===== src/rtl/uart_apb_master.sv =====
// -----------------------------------------------------------------------------
// uart_apb_master
//   APB3 initiator. Accepts one command (addr, wdata, write) on a valid/ready
//   stream, runs it as an APB3 SETUP/ACCESS transfer and returns the result on
//   a valid/ready response stream. Only one transfer is in flight at a time.
//   An ACCESS-phase timeout aborts the transfer if the slave never responds.
//
// Ports
//   i_apb_pclk, i_apb_presetn         clock, async active-low reset
//   i_cmd_valid / o_cmd_ready         command handshake
//   i_cmd_addr, i_cmd_wdata, i_cmd_write  command payload
//   o_rsp_valid / i_rsp_ready         response handshake
//   o_rsp_rdata, o_rsp_error, o_rsp_timeout  response payload
//   o_busy                            transfer in progress (state != IDLE)
//   o_apb_*                           APB3 request signals
//   i_apb_prdata, i_apb_pready, i_apb_pslverr  APB3 completion signals
// -----------------------------------------------------------------------------
module uart_apb_master #(
  parameter int APB_ADDR_WIDTH = 32,
  parameter int APB_DATA_WIDTH = 32,
  parameter int TIMEOUT_CYCLES = 16
) (
  input  logic                      i_apb_pclk,
  input  logic                      i_apb_presetn,
  input  logic                      i_cmd_valid,
  output logic                      o_cmd_ready,
  input  logic [APB_ADDR_WIDTH-1:0] i_cmd_addr,
  input  logic [APB_DATA_WIDTH-1:0] i_cmd_wdata,
  input  logic                      i_cmd_write,
  output logic                      o_rsp_valid,
  input  logic                      i_rsp_ready,
  output logic [APB_DATA_WIDTH-1:0] o_rsp_rdata,
  output logic                      o_rsp_error,
  output logic                      o_rsp_timeout,
  output logic                      o_busy,
  output logic [APB_ADDR_WIDTH-1:0] o_apb_paddr,
  output logic [APB_DATA_WIDTH-1:0] o_apb_pwdata,
  output logic                      o_apb_pwrite,
  output logic                      o_apb_psel,
  output logic                      o_apb_penable,
  input  logic [APB_DATA_WIDTH-1:0] i_apb_prdata,
  input  logic                      i_apb_pready,
  input  logic                      i_apb_pslverr
);

  localparam int CNT_W      = (TIMEOUT_CYCLES > 0) ? $clog2(TIMEOUT_CYCLES + 1) : 1;
  localparam bit TMO_EN     = (TIMEOUT_CYCLES != 0);
  localparam int TMO_LAST_I = TMO_EN ? (TIMEOUT_CYCLES - 1) : 0;
  localparam logic [CNT_W-1:0] TMO_LAST = CNT_W'(TMO_LAST_I);

  // All outputs are registered, so each state computes the bus values that
  // become visible after the next edge:
  //   SETUP  : raises psel (bus SETUP phase follows)
  //   ACCESS : first raises penable, then waits for pready / timeout
  typedef enum logic [1:0] {
    S_IDLE   = 2'd0,
    S_SETUP  = 2'd1,
    S_ACCESS = 2'd2,
    S_RESP   = 2'd3
  } state_e;

  state_e                    state_q, state_d;
  logic                      cmd_ready_q, cmd_ready_d;
  logic                      rsp_valid_q, rsp_valid_d;
  logic [APB_DATA_WIDTH-1:0] rsp_rdata_q, rsp_rdata_d;
  logic                      rsp_error_q, rsp_error_d;
  logic                      rsp_timeout_q, rsp_timeout_d;
  logic                      busy_q, busy_d;
  logic [APB_ADDR_WIDTH-1:0] paddr_q, paddr_d;
  logic [APB_DATA_WIDTH-1:0] pwdata_q, pwdata_d;
  logic                      pwrite_q, pwrite_d;
  logic                      psel_q, psel_d;
  logic                      penable_q, penable_d;
  logic [CNT_W-1:0]          tmo_cnt_q, tmo_cnt_d;

  always_ff @(posedge i_apb_pclk or negedge i_apb_presetn) begin
    if (!i_apb_presetn) begin
      state_q       <= S_IDLE;
      cmd_ready_q   <= 1'b0;
      rsp_valid_q   <= 1'b0;
      rsp_rdata_q   <= '0;
      rsp_error_q   <= 1'b0;
      rsp_timeout_q <= 1'b0;
      busy_q        <= 1'b0;
      paddr_q       <= '0;
      pwdata_q      <= '0;
      pwrite_q      <= 1'b0;
      psel_q        <= 1'b0;
      penable_q     <= 1'b0;
      tmo_cnt_q     <= '0;
    end else begin
      state_q       <= state_d;
      cmd_ready_q   <= cmd_ready_d;
      rsp_valid_q   <= rsp_valid_d;
      rsp_rdata_q   <= rsp_rdata_d;
      rsp_error_q   <= rsp_error_d;
      rsp_timeout_q <= rsp_timeout_d;
      busy_q        <= busy_d;
      paddr_q       <= paddr_d;
      pwdata_q      <= pwdata_d;
      pwrite_q      <= pwrite_d;
      psel_q        <= psel_d;
      penable_q     <= penable_d;
      tmo_cnt_q     <= tmo_cnt_d;
    end
  end

  always_comb begin
    state_d       = state_q;
    cmd_ready_d   = cmd_ready_q;
    rsp_valid_d   = rsp_valid_q;
    rsp_rdata_d   = rsp_rdata_q;
    rsp_error_d   = rsp_error_q;
    rsp_timeout_d = rsp_timeout_q;
    paddr_d       = paddr_q;
    pwdata_d      = pwdata_q;
    pwrite_d      = pwrite_q;
    psel_d        = psel_q;
    penable_d     = penable_q;
    tmo_cnt_d     = tmo_cnt_q;

    case (state_q)
      S_IDLE: begin
        // cmd_ready comes up one clock after reset release and after each
        // response handshake; acceptance uses the registered value.
        cmd_ready_d = 1'b1;
        if (i_cmd_valid && cmd_ready_q) begin
          paddr_d     = i_cmd_addr;
          pwdata_d    = i_cmd_wdata;
          pwrite_d    = i_cmd_write;
          cmd_ready_d = 1'b0;
          state_d     = S_SETUP;
        end
      end

      S_SETUP: begin
        psel_d    = 1'b1;
        penable_d = 1'b0;
        tmo_cnt_d = '0;
        state_d   = S_ACCESS;
      end

      S_ACCESS: begin
        if (!penable_q) begin
          // Bus is in its SETUP phase now; enter ACCESS next cycle.
          penable_d = 1'b1;
        end else if (i_apb_pready) begin
          // pready wins over a timeout expiring in the same cycle.
          psel_d        = 1'b0;
          penable_d     = 1'b0;
          rsp_rdata_d   = pwrite_q ? '0 : i_apb_prdata;
          rsp_error_d   = i_apb_pslverr;
          rsp_timeout_d = 1'b0;
          rsp_valid_d   = 1'b1;
          state_d       = S_RESP;
        end else if (TMO_EN && (tmo_cnt_q >= TMO_LAST)) begin
          // This is the TIMEOUT_CYCLES-th ACCESS cycle without pready.
          psel_d        = 1'b0;
          penable_d     = 1'b0;
          rsp_rdata_d   = '0;
          rsp_error_d   = 1'b1;
          rsp_timeout_d = 1'b1;
          rsp_valid_d   = 1'b1;
          state_d       = S_RESP;
        end else if (tmo_cnt_q != '1) begin
          tmo_cnt_d = tmo_cnt_q + 1'b1;
        end
      end

      S_RESP: begin
        rsp_valid_d = 1'b1;
        if (i_rsp_ready) begin
          rsp_valid_d = 1'b0;
          cmd_ready_d = 1'b1;
          state_d     = S_IDLE;
        end
      end

      default: begin
        state_d = S_IDLE;
      end
    endcase

    busy_d = (state_d != S_IDLE);
  end

  assign o_cmd_ready   = cmd_ready_q;
  assign o_rsp_valid   = rsp_valid_q;
  assign o_rsp_rdata   = rsp_rdata_q;
  assign o_rsp_error   = rsp_error_q;
  assign o_rsp_timeout = rsp_timeout_q;
  assign o_busy        = busy_q;
  assign o_apb_paddr   = paddr_q;
  assign o_apb_pwdata  = pwdata_q;
  assign o_apb_pwrite  = pwrite_q;
  assign o_apb_psel    = psel_q;
  assign o_apb_penable = penable_q;

endmodule

===== config.mk =====
export PLATFORM = sky130hd
export DESIGN_NAME = uart_apb_master
export DESIGN_NICKNAME = d
export VERILOG_FILES = /design/src/rtl/uart_apb_master.sv
export SDC_FILE = /design/constraint.sdc
export NUM_CORES = 1
export LEC_CHECK = 0
export CAP_MARGIN = 20
export CORE_ASPECT_RATIO = 2
export CORE_MARGIN = 3
export CORE_UTILIZATION = 41
export DETAILED_ROUTE_END_ITERATION = 8
export PLACE_DENSITY_LB_ADDON = 0.15
export SETUP_SLACK_MARGIN = 0.3
export SLEW_MARGIN = 20
export SYNTH_ARGS = -nofsm -noshare
export SYNTH_HDL_FRONTEND = slang
export SYNTH_SLANG_ARGS = --single-unit
export TNS_END_PERCENT = 20

===== constraint.sdc =====
create_clock -name i_apb_pclk -period 3.15 [get_ports i_apb_pclk]
set_clock_uncertainty 0.1 [all_clocks]
set_input_delay 0.63 -clock i_apb_pclk [delete_from_list [all_inputs] [get_ports i_apb_pclk]]
set_output_delay 0.63 -clock i_apb_pclk [all_outputs]
set_load 0.01 [all_outputs]

; Word level (Yosys, flattened, before mapping)
; Index checks and enable logic that the tools add are counted.
[word_totals]
reg_bits = 111
latchBits = 0
ram_bits = 0
mem_bits_ro = 0
output_inout_bits = 104
elab_cells = 70
memories = 0
[classes]
n_addsub = 1
mul = 0
n_div = 0
n_lt_le_gt_ge = 1
n_eq_ne = 10
n_shift = 0
muxes = 32
bitwise = 0
reduce_logical = 13
[ops]
columns = cell, count
row1 = 32-bit 2-to-1 mux, 3
row2 = 5-bit 2-to-1 mux, 4
row3 = 1-bit 2-to-1 mux, 14
row4 = 2-bit 2-to-1 mux, 5
row5 = "2-bit inequality test, second input constant", 5
row6 = 5-bit case mux with 2 select lines, 1
row7 = 2-bit nonzero test, 5
row8 = 3-bit AND reduction, 3
row9 = 1-bit case mux with 2 select lines, 4
row10 = 2-bit case mux with 4 select lines, 1
row11 = "5-bit by 1-bit adder with 5-bit output, second input constant", 1
row12 = "5-bit by 4-bit greater-or-equal comparator with 1-bit output, second input constant", 1
row13 = "5-bit inequality test, second input constant", 1
row14 = 5-bit AND reduction, 1
row15 = "2-bit == test, second input constant", 2
row16 = 2-bit AND reduction, 2
row17 = "3-bit inequality test, second input constant", 1
row18 = "2-bit by 1-bit == test with 1-bit output, second input constant", 1
row19 = 2-bit logical NOT, 1
row20 = 1-bit logical AND, 1

; Logic depth before layout (Yosys ltp)
; Gate-level depths: netlist (run 1).
[depth]
word_depth = 6
ltp_mapped = 8
ltp_nobuf = 7

; Worst setup path after synthesis (run 1)
; Ideal clock, no wire load.
[synth_timing]
path_type = reg-to-reg
startpoint = reg tmo_cnt_q[0]
endpoint = reg tmo_cnt_q[2]
setup_ns = 0.127
arrival_time_ns = 2.077
required_time_ns = 2.923
setup_slack_ns = 0.846
path_stages_with_launch = 9
n_path_buf = 1
synth_period_minus_slack_ns = 2.304
cell_sequence = dfrtp_1 -> ha_1 -> and3_1 -> ha_1 -> or3_4 -> or4_4 -> buf_6 -> o211ai_2 -> o31ai_2
[synth_via]
elab_chain_len = 6
elab_cells_between_ends = 11
cone_classes = add/sub: 1 / order compare: 1 / eq/ne: 3 / mux: 5 / reduce/logical: 1
[synth_rtl]
columns = item, line_no
row1 = "start, declared", 74  ; logic [CNT_W-1:0] tmo_cnt_q, tmo_cnt_d;
row2 = "start signal, assigned", 104  ; tmo_cnt_q <= tmo_cnt_d;
row3 = 5-bit by 1-bit adder with 5-bit output, 166  ; tmo_cnt_d = tmo_cnt_q + 1'b1;
row4 = 5-bit 2-to-1 mux, 165  ; end else if (tmo_cnt_q != '1) begin
row5 = 5-bit 2-to-1 mux, 156  ; end else if (TMO_EN && (tmo_cnt_q >= TMO_LAST)) begin
row6 = 5-bit 2-to-1 mux, 147  ; end else if (i_apb_pready) begin
row7 = 5-bit 2-to-1 mux, 144  ; if (!penable_q) begin
row8 = 5-bit case mux with 2 select lines, 122  ; case (state_q)
; Several ways; a longest one is shown, not always the timed one. The select of a mux whose other input is x is not followed.
; A chain may end at the register's enable or synchronous reset.

; Worst setup path after layout (run 1)
; Ends and elaborated chain as after synthesis.

==> results of run 1 <==
==> cell usage in the layout (no fill, tap or decap), types with 4 or more instances in the layout <==
cell type                         netlist  final
sky130_fd_sc_hd__nand3_1                5      4
sky130_fd_sc_hd__clkdlybuf4s50_1        0    205
sky130_fd_sc_hd__inv_1                  8      8
sky130_fd_sc_hd__buf_4                  0      4
sky130_fd_sc_hd__nor2_1                 4      4
sky130_fd_sc_hd__clkbuf_16              0      9
sky130_fd_sc_hd__nand2_1               72     72
sky130_fd_sc_hd__dfrtp_1              111    111
sky130_fd_sc_hd__mux2_2                65     65
sky130_fd_sc_hd__ha_1                   7      7
sky130_fd_sc_hd__o21ai_0               38     38
==> metal layers <==
metal	up-vias	global-route usage, %	routed length [um]
li1	1586	-	-
met1	1617	20.1	3830
met2	131	35.1	6380
met3	21	5.68	816
met4	0	9.02	353
met5	-	0	0
==> power by group through the flow <==
stage	registers, mW	logic, mW	clock network, mW
after global routing	2.45	2.97	1.25
after CTS	2.37	2.83	1.20
after floorplan	2.65	0.911	0
final	2.36	2.78	1.17
after global placement	2.36	2.75	0
after detailed placement	2.39	2.82	0
==> cell usage after synthesis, types with 2 or more instances <==
cell type,n,area share [%]
sky130_fd_sc_hd__nor2_1,4,0.34
sky130_fd_sc_hd__inv_1,8,0.69
sky130_fd_sc_hd__o21ai_1,2,0.23
sky130_fd_sc_hd__dfrtp_1,111,63
sky130_fd_sc_hd__mux2_2,65,17
sky130_fd_sc_hd__o21ai_0,38,4.3
sky130_fd_sc_hd__clkbuf_1,11,0.94
sky130_fd_sc_hd__nor2b_1,3,0.43
sky130_fd_sc_hd__nand2_1,72,6.2
sky130_fd_sc_hd__buf_1,5,0.43
sky130_fd_sc_hd__nand3_1,5,0.57
sky130_fd_sc_hd__buf_2,2,0.23
sky130_fd_sc_hd__ha_1,7,2.0
==> area by class of cell <==
cell class | instances | area share (%)
flip-flops and latches | 111 | 40.1
repair buffers | 211 | 30.7
clock buffers | 10 | 3.45
multi-input cells | 212 | 21.9
well taps | 135 | 2.44
inverters | 8 | 0.434
clock inverters | 6 | 0.976
==> per-stage QoR <==
step | cell area, sq um | cells
after floorplan | 4380 | 350
after global placement | 6610 | 677
after detailed placement | 6610 | 677
after CTS | 6920 | 693
after global routing | 6920 | 693
final | 6920 | 693
==> worst max-delay path by stage <==
| stage | endpoint |
|---|---|
| 2_1_floorplan | tmo_cnt_q[2] |
| 3_3_place_gp | o_apb_paddr[21] |
| 3_5_place_dp | o_apb_paddr[27] |
| 4_1_cts | tmo_cnt_q[2] |
| 5_1_grt | o_apb_paddr[30] |
| 6_report | tmo_cnt_q[2] |
==> logic make-up after synthesis <==
kind of cell	share of synthesized area [%]
muxes	16.7
DFF	63.4
and+or+nand+nor	8.65
adders and majority gates	2.00
buffers and inverters	2.54
AOI/OAI and AO/OA	6.68
==> registers in the layout, indices dropped and copies added (netlist names) <==
signal         cells
o_rsp_timeout      1
o_rsp_valid        1
o_apb_pwrite       1
o_apb_penable      1
o_busy             1
o_apb_pwdata      32
o_rsp_error        1
tmo_cnt_q          5
state_q            2
o_apb_paddr       32
o_cmd_ready        1
o_rsp_rdata       32
o_apb_psel         1
==> critical path, delay by kind of cell (launching register included) <==
kind | cells | cell delay (ns)
AND/OR/NAND/NOR | 3 | 1.09
adder cells (fa/ha/maj) | 2 | 0.41
AO/OA/AOI/OAI | 2 | 0.25
flip-flops | 1 | 0.43
==> flow_metrics.py, run 1 <==
metrics = {
    "status": {
        "status": "finished clean",
    },
    "critical_path": {
        "timing.critical_path.arrival_ns": 2.53,
        "start_kind": "register",
        "crit_path_start": "tmo_cnt_q[0]",
        "timing.reg2reg.worst_path_depth": 7,
        "worst_path_largest_cell_delay_ns": 0.55,
        "cp_cell_instances": "ha_1 -> and3_1 -> ha_1 -> or3_4 -> or4_4 -> o211ai_2 -> o31ai_2",
        "timing.critical_path.slowest_stage_cell": "sky130_fd_sc_hd__or4_4",
        "ff2ff_setup_slack_ns": 0.75,
        "critPathRequiredTime_ns": 3.28,
        "critical_path.reg2reg.endpoint": "tmo_cnt_q[2]",
        "cp-end-kind": "register",
        "critPathMostFrequentCell": "sky130_fd_sc_hd__ha_1",
        "critPathMaxFanout": 8,
        "setup.worst_path.class": "register to register",
        "regToRegStartpoint": "tmo_cnt_q[0]",
    },
    "sta": {
        "worst_hold_slack_ns": 0.254,
        "maxSlewViolCount": 0,
        "tightestPinTransition_ns": 0.763,
        "maxSlewHeadroom_pct": 49.1,
        "period_needed_ns": 2.40,
        "timing.final.hold_violations": 0,
        "setup_slack_ns": 0.749,
        "final-setup-viol-count": 0,
        "setup_repair_after_global_routing_missed_its_margin": "false",
        "finalSetupTns_ns": 0,
        "final.period_utilization_pct": 76.2,
        "fmaxAchievable_ghz": 0.417,
    },
    "global_routing": {
        "grt_util_all_layers_pct": 19.4,
        "grt_antenna_before_repair": 0,
        "grt_pass1_wl_mm": 18.2,
        "total_overflow_reported_by_the_global_router": 0,
        "grt_pass1_vias": 3527,
        "grt_max_degree": 73,
    },
    "power": {
        "share_clk_of_total_power_pct": 18.5,
        "switching_power_mw": 1.95,
        "power_frac_comb_pct": 44.1,
        "cellLeakagePower_nw": 2.92,
        "worst_voltage_drop_across_the_vdd_grid_mv": 0.417,
        "portion_of_total_power_attributed_to_sequential_cells_pct": 37.4,
        "cell_internal_pwr_mw": 4.36,
        "finalPower_mw": 6.31,
        "sw_share_pct": 30.9,
        "power.density_cell_area_mw_per_mm2": 911,
    },
    "logic_synthesis": {
        "synth-main-ff-cell": "sky130_fd_sc_hd__dfrtp_1",
        "postSynthCellCount": 350,
        "ys_types": 30,
        "yosys_register_bits": 111,
        "mean_area_per_synthesized_cell_sq_um": 12.5,
        "number_of_flops_mapped_to_enable_cells_by_yosys": 0,
        "synth-seq-area-share_pct": 63.4,
        "synth.net_count": 460,
        "synth_async_reset_ratio_pct": 100,
        "synth.yosys.warnings": 0,
        "cell_area_after_synthesis_sq_mm": 0.00438,
    },
    "drt": {
        "routed_wirelength_mm": 11.4,
        "drt-pass1-iter-count": 4,
        "detail_route.wl_per_cell_um": 16.4,
        "routed_vias_inst": 4.84,
        "antenna_violating_nets_post_route": 0,
        "drc_errors": 0,
        "via_count": 3355,
        "initialDrtViolationCount": 117,
    },
    "cts": {
        "cts_resized": 0,
        "tritoncts.num_buffers": 9,
        "worstSkewPairLatency_ns": 0.34,
        "cts_tree": "done",
        "cts_sinks": 111,
        "clkSlewWorstSetupHoldPaths_ns": 0.08,
        "ctsHoldBuffers": 0,
        "cts_max_path_buffers": 2,
        "post-cts-setup-buffer-count": 0,
        "htreeDepth": 3,
        "root_buffer": "sky130_fd_sc_hd__clkbuf_16",
    },
    "floorplan": {
        "fp.dieArea_sq_mm": 0.0120,
        "start_util_pct": 42.6,
        "die_width_um": 79.1,
        "fp.coreArea_sq_mm": 0.0103,
        "die_height_um": 152,
        "rows": 52,
        "i_o_pin_count": 207,
    },
    "place": {
        "pre_cts_ws_ns": 0.530,
        "detailedPlacementHpwl_mm": 8.64,
        "buffer_ports.inserted": 206,
        "gpl.final_weighted_congestion": 0.757,
    },
    "worst_hold_path": {
        "holdCritPathClass": "input pin to async pin",
    },
    "cells_and_area": {
        "final_design_utilization_pct": 67.3,
        "area_of_combinational_cells_with_multiple_inputs_sq_mm": 0.00151,
        "n_antenna_cell": 0,
        "post_route_cells_drive_above_1_share_pct": 16.8,
        "nFillCells": 852,
        "area_growth_syn_to_layout_pct": 58.0,
        "regArea_sq_mm": 0.00278,
        "layout.nets": 663,
    },
    "job": {
        "drv_cap": 0,
    },
}
Power figures use the tool's default switching activity.
==> inputs of run 2 (changes only) <==
--- a/config.mk
+++ b/config.mk
@@ -8,7 +8,7 @@
 export CAP_MARGIN = 20
 export CORE_ASPECT_RATIO = 2
 export CORE_MARGIN = 3
-export CORE_UTILIZATION = 41
+export CORE_UTILIZATION = 37
 export DETAILED_ROUTE_END_ITERATION = 8
 export PLACE_DENSITY_LB_ADDON = 0.15
 export SETUP_SLACK_MARGIN = 0.3
==> constraint.sdc (replaced) <==
create_clock -name i_apb_pclk -period 1.9 [get_ports i_apb_pclk]
set_clock_uncertainty 0.1 [all_clocks]
set_input_delay 0.38 -clock i_apb_pclk [delete_from_list [all_inputs] [get_ports i_apb_pclk]]
set_output_delay 0.38 -clock i_apb_pclk [all_outputs]
set_load 0.01 [all_outputs]
==> run 2 against run 1 <==
Effect of this change:
- the run now ends with setup timing left
- sequential power is 66% higher
- register-to-register slack worse by 1.1 ns
- sequential cell count stayed put
- clock-buffer cell count stayed put
- total power is 70% higher
- critical path type unchanged
- largest power group unchanged
==> flow_metrics.py, run 2 (synthesis results as in run 1) <==
metrics = {
    "status": {
        "status": "finished with violations",
        "violations": "setup timing",
    },
    "floorplan": {
        "i_o_pin_count": 207,
        "die_width_um": 82.9,
        "rows": 55,
        "fp.dieArea_sq_mm": 0.0133,
        "fp.coreArea_sq_mm": 0.0114,
        "start_util_pct": 38.3,
        "die_height_um": 160,
    },
    "sta": {
        "setup_slack_ns": -0.321,
        "timing.final.hold_violations": 0,
        "period_needed_ns": 2.22,
        "maxSlewHeadroom_pct": 77.1,
        "setup_repair_after_global_routing_missed_its_margin": "true",
        "final.period_utilization_pct": 117,
        "tightestPinTransition_ns": 0.343,
        "maxSlewViolCount": 0,
        "fmaxAchievable_ghz": 0.450,
        "final-setup-viol-count": 44,
    },
    "place": {
        "buffer_ports.inserted": 206,
        "detailedPlacementHpwl_mm": 9.02,
        "gpl.final_weighted_congestion": 0.791,
        "dpl_cell_area_sq_mm": 0.00680,
        "place_inst": 702,
    },
    "cells_and_area": {
        "final_design_area_no_fill_sq_mm": 0.00757,
        "layout.nets": 697,
        "layout.cells.most_common": "sky130_fd_sc_hd__dfrtp_1",
        "area_growth_syn_to_layout_pct": 72.8,
        "finish.cell_count_without_fillers": 734,
        "n_antenna_cell": 0,
        "post_route_cells_drive_above_1_share_pct": 24.7,
        "most-common-layout-cells": "sky130_fd_sc_hd__dfrtp_1, sky130_fd_sc_hd__dlygate4sd2_1, sky130_fd_sc_hd__clkdlybuf4s50_1",
    },
    "cts": {
        "cts_max_path_buffers": 2,
        "tritoncts.num_buffers": 9,
        "root_buffer": "sky130_fd_sc_hd__clkbuf_16",
        "htreeDepth": 3,
        "cts_tree": "done",
        "cts_sinks": 111,
        "worstSkewPairLatency_ns": 0.34,
        "clkSlewWorstSetupHoldPaths_ns": 0.07,
    },
    "power": {
        "power.density_cell_area_mw_per_mm2": 1420,
        "sw_share_pct": 32.1,
        "worst_voltage_drop_across_the_vdd_grid_mv": 0.694,
        "cell_internal_pwr_mw": 7.29,
        "share_clk_of_total_power_pct": 19.2,
        "switching_power_mw": 3.44,
        "cellLeakagePower_nw": 3.68,
        "power_frac_comb_pct": 44.3,
        "finalPower_mw": 10.7,
        "portion_of_total_power_attributed_to_sequential_cells_pct": 36.4,
    },
    "critical_path": {
        "critPathMostFrequentCell": "sky130_fd_sc_hd__buf_12",
        "timing.critical_path.slowest_stage_cell": "sky130_fd_sc_hd__dfrtp_1",
        "cp_num_cells": 11,
        "critical_path.top_delay_family": "simple AND/OR/NAND/NOR gates",
        "timing.reg2reg.worst_path_depth": 11,
        "worst_setup_path_endpoint": "o_rsp_rdata[17]",
        "regToRegStartpoint": "tmo_cnt_q[0]",
        "worst-path-buf-inv": 4,
        "critPathRequiredTime_ns": 2.06,
        "critical_path.reg2reg.endpoint": "o_rsp_rdata[17]",
        "worst_path_largest_cell_delay_ns": 0.39,
        "cp_cell_instances": "ha_2 -> and3_4 -> ha_4 -> or3_4 -> buf_6 -> o21bai_4 -> buf_12 -> buf_12 -> buf_16 -> nand2_2 -> o21ai_1",
        "setup.worst_path.class": "register to register",
        "ff2ff_setup_slack_ns": -0.32,
        "timing.critical_path.arrival_ns": 2.38,
        "start_kind": "register",
        "critPathMaxFanout": 5,
        "cp-end-kind": "register",
        "crit_path_start": "tmo_cnt_q[0]",
    },
    "global_routing": {
        "grt_pass1_wl_mm": 21.0,
        "grt_antenna_before_repair": 0,
        "grt_util_all_layers_pct": 20.1,
        "grt_max_degree": 54,
        "total_overflow_reported_by_the_global_router": 0,
        "grt_pass1_vias": 3830,
    },
    "job": {
        "drv_cap": 0,
    },
    "drt": {
        "via_count": 3589,
        "routed_wirelength_mm": 13.3,
        "drc_errors": 0,
        "detail_route.wl_per_cell_um": 18.2,
        "routed_vias_inst": 4.89,
        "initialDrtViolationCount": 144,
        "antenna_violating_nets_post_route": 0,
        "drt-pass1-iter-count": 5,
    },
    "worst_hold_path": {
        "holdCritPathClass": "input pin to async pin",
    },
}
[run 2: changes by cell type in the layout (fill, tap and decap cells not counted), moves of 17 or more]
cell and change:
sky130_fd_sc_hd__mux2_2 -47, sky130_fd_sc_hd__clkdlybuf4s50_1 -104, sky130_fd_sc_hd__o21ai_0 -29, sky130_fd_sc_hd__dlygate4sd2_1 +104, sky130_fd_sc_hd__o21ai_1 +22, sky130_fd_sc_hd__mux2_4 +47
sky130_fd_sc_hd__buf_4 +17
[run 2: routing by layer]
layer | wire [um] | global-route usage [%] | part of all wire [%] | vias to the layer above
li1 | - | - | - | 1657
met1 | 4820 | 22.7 | 36 | 1773
met2 | 7490 | 36.3 | 56 | 134
met3 | 650 | 5.06 | 4.9 | 25
met4 | 368 | 7.07 | 2.8 | 0
met5 | 0 | 0 | 0 | -
[run 2: metrics by stage]
stage	TNS, ns	util [%]	hold WS (ns)	setup WS (ns)
after floorplan	-3.96	-	-0.0156	-0.305
after global placement	-10.49	59.5	0.207	-0.312
final	-11.76	66.3	0.381	-0.321
after CTS	-11.95	64.6	0.373	-0.321
after detailed placement	-12.27	59.5	0.211	-0.369
after global routing	-15.80	66.3	0.390	-0.437
[run 2: final cells by class]
type / count / area [sq um]
Clock buffer: 10 / 239
Clock inverter: 6 / 90.1
Fill cell: 933 / 3850
Inverter: 8 / 30.0
Multi-Input combinational cell: 212 / 1760
Sequential cell: 111 / 2780
Tap cell: 142 / 178
Timing Repair Buffer: 245 / 2490
[run 2: power by group through the flow]
stage          Combinational, mW  Sequential [mW]  Clock [mW]
3_3_place_gp                4.72             3.89           0
4_1_cts                     4.73             3.90        2.12
5_1_grt                     5.12             4.05        2.20
6_report                    4.76             3.91        2.06
3_5_place_dp                4.83             3.94           0
2_1_floorplan               1.51             4.39           0
[run 2: worst min-delay path by stage]
stage | end | cells past startpoint
after global routing | o_apb_pwdata[7] | 2
after floorplan | o_apb_paddr[0] | 0
after detailed placement | o_apb_pwdata[12] | 1
final | o_apb_pwdata[12] | 2
after CTS | o_apb_pwdata[12] | 2
after global placement | o_apb_pwdata[12] | 1
[run 2: timing repair]
| action | 4_1_cts | 5_1_grt |
|---|---|---|
| resized for setup | 175 | 31 |
| endpoints found under the hold margin | 22 | 0 |
| pin swaps | 3 | 5 |
| hold buffers | 1 | 0 |
| setup endpoints to repair | 213 | 109 |
| gates cloned | 4 | 4 |
| buffers inserted | 4 | 3 |
==> RTL change 1: new RTL, flow settings as in run 2 <==
Set the parameter `APB_ADDR_WIDTH` to 16 (it was 32).
--- a/src/rtl/uart_apb_master.sv
+++ b/src/rtl/uart_apb_master.sv
@@ -18,3 +18,3 @@
 module uart_apb_master #(
-  parameter int APB_ADDR_WIDTH = 32,
+  parameter int APB_ADDR_WIDTH = 16,
   parameter int APB_DATA_WIDTH = 32,
Ports: changed (resized i_cmd_addr and o_apb_paddr); port bits go from 207 to 175. No check against the original RTL was run, so the function may have changed too.
==> RTL change 1 against run 2 <==
The run still ends with negative setup slack left; final area decreased by 17%; wire length is 23% lower; total power down 18%; sequential cell count decreased by 16; count of clock-buffer cells in the layout up 2; critical endpoint is now tmo_cnt_q[2]; global-route usage is 2.8 points lower; worst hold slack worse by 0.0034 ns; sequential power is 16% lower; largest cell class unchanged; area after synthesis down 13%; setup slack better by 0.019 ns.
==> RTL change 1: results (changes against run 2) <==
GRT:
- The wire length of the first global-routing pass is 15660 µm (-25%).
- The via count of the first global-routing pass was 3061 (-20%).
- The overall fraction of global-route tracks in use came to 0.1732 (-0.02785).
- The pin count of the biggest net entering global routing was 60 (+11%).

STA:
- The setup violation total in the final timing report is 45 (+2.3%).
- The worst setup slack after layout is -0.3022 ns (+0.01864 ns).
- The tightest hold margin is 0.3780 ns (-0.003379 ns).
- The slew at the pin with the worst max-slew slack is 0.3363 ns (-0.006487 ns).

CTS:
- The maximum level of the CTS H-tree is 3 (unchanged).
- The clock slew at the register clock pins of the worst setup and hold paths is 0.07 ns (about the same).

Setup path:
- The largest fanout on the critical path is 6 (+1).
- The depth of the worst register-to-register path was 7 (-4).
- In this run the critical register-to-register path is captured at tmo_cnt_q[2].
- The critical path arrival is 2.32 ns (-0.06 ns).
- In this run the critical register-to-register path is launched from tmo_cnt_q[1].

Routing:
- The via count is 3050 (-15%).
- The average routed wire per standard cell is 15.76 µm (-13%).
- The iteration-0 DRC count of the detailed router is 86 (-40%).
- The number of detailed-routing iterations run before antenna repair is 4 (-1).

Synth:
- In the synthesized netlist, the cells that appear most often are 95 x sky130_fd_sc_hd__dfrtp_1, 72 x sky130_fd_sc_hd__nand2_1, 49 x sky130_fd_sc_hd__mux2_2, 38 x sky130_fd_sc_hd__o21ai_0, 16 x sky130_fd_sc_hd__clkbuf_1.
- The share of async-settable or async-resettable flops after synthesis is 1.000 (unchanged).
- In the post-synthesis netlist, the biggest area contributors are sky130_fd_sc_hd__dfrtp_1 63%, sky130_fd_sc_hd__mux2_2 15%, sky130_fd_sc_hd__nand2_1 7.1%.
- The fraction of the yosys area taken by sequential cells is 0.6273 (-0.006835).
- The number of warnings reported in the yosys synthesis log is 0 (unchanged).
- The net count after synthesis was 410 (-11%).
- The unique cell type count in the Yosys netlist is 28 (-6.7%).

Final layout:
- The number of nets in the layout was 608 (-13%).
- The total of fill cells in the finished design is 826 (-11%).
- The number of inserted diodes is 0 (unchanged).
- The fraction of final layout cells with drive strength greater than 1 is 0.2100 (-0.03660).

Place:
- The number of I/O port buffers came to 174 (-16%).
- The final weighted congestion in routability-driven placement is 0.7365 (-6.9%).
- The final HPWL from detailed placement is 7491 µm (-17%).

Min path:
- The path category of the worst min-delay check is input pin to asynchronous set/reset pin.

Power and ir drop:
- The leakage component of the power is 2.923 nW (-20%).
- The maximum vdd ir drop is 607.2 µV (-12%).

Run status:
- The run finished, with violations left.
- The final reports fail on negative setup slack.
-- RTL change 1: cell families (layout without fill, tap and decap cells) --
family / after synthesis / after routing / synth area share
fa+ha+maj: 7 / 7 / 0.02311
compound gates: 50 / 50 / 0.07726
flops: 95 / 95 / 0.6273
buf+inv: 25 / 228 / 0.02674
mux: 49 / 49 / 0.1456
simple gates: 90 / 90 / 0.1000
-- RTL change 1: routing by layer --
layer,track usage,vias to the layer above,share of wire
met5,0,-,0
met4,0.06328,0,0.016
met3,0.04111,12,0.050
met2,0.3284,102,0.58
met1,0.1817,1474,0.35
li1,-,1462,-
-- RTL change 1: through the flow --
step,total power [mW],instance area (µm²),std cells,TNS (ns)
global route,9.317,6271,651,-14.52
detailed placement,7.330,5873,627,-8.800
floorplan,4.968,3816,316,-4.497
global placement,7.209,5873,627,-8.022
finish,8.757,6271,651,-10.79
CTS,8.790,6127,645,-8.700
-- RTL change 1: worst max-delay path, cell delays in order (launching register included) --
cell                       delay (ns)
sky130_fd_sc_hd__dfrtp_1         0.40
sky130_fd_sc_hd__ha_2            0.20
sky130_fd_sc_hd__and3_4          0.16
sky130_fd_sc_hd__ha_4            0.14
sky130_fd_sc_hd__or3_4           0.32
sky130_fd_sc_hd__or4_4           0.48
sky130_fd_sc_hd__o211ai_2        0.20
sky130_fd_sc_hd__o31ai_2         0.09
-- RTL change 1: worst max path at each step --
| stage | start | depth (start not counted) | end | slack (ns) |
|---|---|---|---|---|
| finish | tmo_cnt_q[1] | 7 | tmo_cnt_q[2] | -0.30 |
| global route | tmo_cnt_q[1] | 10 | o_apb_psel | -0.36 |
| CTS | tmo_cnt_q[1] | 7 | tmo_cnt_q[2] | -0.30 |
| detailed placement | i_apb_pready | 5 | tmo_cnt_q[2] | -0.30 |
| global placement | i_apb_pready | 5 | tmo_cnt_q[2] | -0.27 |
| floorplan | tmo_cnt_q[0] | 8 | tmo_cnt_q[2] | -0.31 |
-- RTL change 1: where the power goes --
group          internal [mW]  switching (mW)
combinational           1.90            1.61
clock                   1.23           0.755
sequential              2.87           0.401
-- RTL change 1: final cells by class --
class | instances | area [µm²] | share of cell area
clock buffers | 12 | 256.5 | 0.04090
inverters | 8 | 30.03 | 0.004789
well taps | 132 | 165.2 | 0.02634
repair buffers | 204 | 1992 | 0.3176
multi-input cells | 196 | 1374 | 0.2191
flip-flops and latches | 95 | 2377 | 0.3791
clock inverters | 4 | 76.32 | 0.01217
-- RTL change 1: timing repair --
| item | in CTS | in global routing |
|---|---|---|
| resized for setup | 125 | 9 |
| hold endpoints to repair | 22 | 0 |
| hold buffers | 1 | 0 |
| buffers inserted | 1 | 3 |
| endpoints found under the setup margin | 182 | 94 |
| pin swaps | 2 | 1 |
| gates cloned | 0 | 3 |
==> RTL change 2: new RTL, flow settings as in run 2 <==
Without the edit above. Reset style: synchronous (`i_apb_presetn`), changed in one clocked block. Comments in the files are not updated.
--- a/src/rtl/uart_apb_master.sv
+++ b/src/rtl/uart_apb_master.sv
@@ -75,3 +75,3 @@
 
-  always_ff @(posedge i_apb_pclk or negedge i_apb_presetn) begin
+  always_ff @(posedge i_apb_pclk) begin
     if (!i_apb_presetn) begin
Check against the original RTL: differs if i_apb_presetn is asserted again (counterexample within 4 cycles, from zero or initial values and one cycle with i_apb_presetn low); with i_apb_presetn held inactive, the same outputs for 10 cycles.
==> RTL change 2 against run 2 <==
The run still ends with negative setup slack left; final area fell by 11%; count of clock-buffer cells in the layout is 2 higher; global-route usage shrank 1.4 points; synthesized cell count grew 25%; first-iteration DRC count is 19% lower; sequential cell count stayed put; area after synthesis shrank 5.9%; wire length down 13%; setup slack improved by 0.26 ns; critical endpoint is now o_busy; highest routed layer unchanged.
Power is not compared: it rests on default switching activity, and its combinational part moved more than twofold at a synthesized area within 25%.
==> RTL change 2: results (changes against run 2) <==
Setup path:
- The largest stage delay on the critical path is 0.34 ns (-0.05 ns).
- The worst register-to-register path ends at o_busy.
- The most critical setup path has its startpoint at tmo_cnt_q[1].
- The critical path arrival is 2.08 ns (-0.30 ns).
- The largest fanout on the critical path is 3 (-2).
- The depth of the worst register-to-register path is 8 (-3).

Synth:
- By count the netlist is led by 138 x sky130_fd_sc_hd__nand2_1, 111 x sky130_fd_sc_hd__dfxtp_1, 66 x sky130_fd_sc_hd__a21boi_0, 32 x sky130_fd_sc_hd__a22o_1, 14 x sky130_fd_sc_hd__clkbuf_1.
- The post-synthesis cell count is 436 (+25%).
- The fraction of the yosys area taken by sequential cells came to 0.5390 (-0.09511).
- Yosys attributes the largest share of cell area to sky130_fd_sc_hd__dfxtp_1 54%, sky130_fd_sc_hd__nand2_1 13%, sky130_fd_sc_hd__a21boi_0 12%.
- The unique cell type count in the Yosys netlist is 36 (+20%).
- The share of async-settable or async-resettable flops after synthesis is 0 (-1.000).
- Among all flip-flop cells after synthesis, the most frequent one is sky130_fd_sc_hd__dfxtp_1.
- The net count after synthesis is 546 (+19%).

Place:
- The total placed instance area is 6424 µm² (-5.6%).
- The final HPWL from detailed placement is 8587 µm (-4.8%).
- The count of placed standard cells including taps is 765 (+9.0%).
- The setup slack at placement is -0.1076 ns (+0.2611 ns).
- The final weighted congestion in routability-driven placement is 0.7732 (-2.2%).

GRT:
- The via count of the first global-routing pass is 3844 (+0.37%).
- The global-route met3 utilization is 0.06257 (+0.01198).
- The pin count of the biggest net entering global routing was 66 (+22%).
- The wire length of the first global-routing pass came to 18740 µm (-11%).
- The global routing met2 resource utilization was 0.3370 (-0.02555).
- The met1 track demand over resource is 0.2004 (-0.02699).
- The overall fraction of global-route tracks in use was 0.1870 (-0.01400).

STA:
- The setup violation total in the final timing report came to 37 (-16%).
- The worst setup slack after layout is -0.06473 ns (+0.2561 ns).
- The final total negative setup slack is -0.6299 ns (+11.13 ns).
- The worst slew margin relative to its limit is 0.8107 (+0.03919).
- The tightest hold margin is 0.3230 ns (-0.05847 ns).
- The share of the clock period used by the worst path after layout came to 1.034 (-0.1348).

Min path:
- The worst hold path terminates at o_rsp_error.
- The path category of the worst min-delay check is input pin to flip-flop.

Routing:
- The met3 wire length was 1044 µm (+61%).
- The via density per instance is 4.802 (-1.8%).
- The number of detailed-routing iterations run before antenna repair is 4 (-1).
- The iteration-0 DRC count of the detailed router is 116 (-19%).
- The overall routed net length is 11550 µm (-13%).
- The routed length on met1 is 4229 µm (-12%).

Final layout:
- The non-filler instance count after layout is 787 (+7.2%).
- The fraction of final layout cells with drive strength greater than 1 came to 0.1262 (-0.1205).
- The number of nets in the layout is 755 (+8.3%).

Run status:
- The run finished, with violations left.
- The checks that failed: negative setup slack.
-- RTL change 2: changes by cell type after synthesis, moves of 32 or more --
cell,change
sky130_fd_sc_hd__dfxtp_1,+111
sky130_fd_sc_hd__dfrtp_1,-111
sky130_fd_sc_hd__a21boi_0,+66
sky130_fd_sc_hd__o21ai_0,-36
sky130_fd_sc_hd__a22o_1,+32
sky130_fd_sc_hd__nand2_1,+66
sky130_fd_sc_hd__mux2_2,-65
-- RTL change 2: layout make-up --
| type | instances | area [µm²] | share of cell area |
|---|---|---|---|
| Clock buffer | 12 | 246.5 | 0.03646 |
| Clock inverter | 4 | 31.28 | 0.004627 |
| Inverter | 5 | 18.77 | 0.002776 |
| Multi-Input combinational cell | 290 | 1878 | 0.2778 |
| Sequential cell | 111 | 2228 | 0.3296 |
| Tap cell | 137 | 171.4 | 0.02536 |
| Timing Repair Buffer | 228 | 2186 | 0.3233 |
-- RTL change 2: repair_timing --
| action | 4_1_cts | 5_1_grt |
|---|---|---|
| setup buffers | 4 | 2 |
| cloned | 0 | 0 |
| resized for setup | 123 | 42 |
| endpoints found under the setup margin | 214 | 109 |
| pin swaps | 10 | 21 |
| hold endpoints to repair | 0 | 0 |
-- RTL change 2: worst reg2reg max path, delay by kind of cell (launching register included) --
kind	cells	cell delay (ns)
simple gates	3	0.58
compound gates	2	0.37
flops	1	0.34
fa+ha+maj	2	0.32
buf+inv	1	0.15
-- RTL change 2: kinds of logic (layout without fill, tap and decap cells) --
group | Yosys count | after routing | synth area share
AOI/OAI and AO/OA | 117 | 117 | 0.2276
adders and majority gates | 7 | 7 | 0.02124
buffers and inverters | 35 | 249 | 0.04249
DFF | 111 | 111 | 0.5390
muxes | 1 | 1 | 0.002428
and+or+nand+nor | 165 | 165 | 0.1672
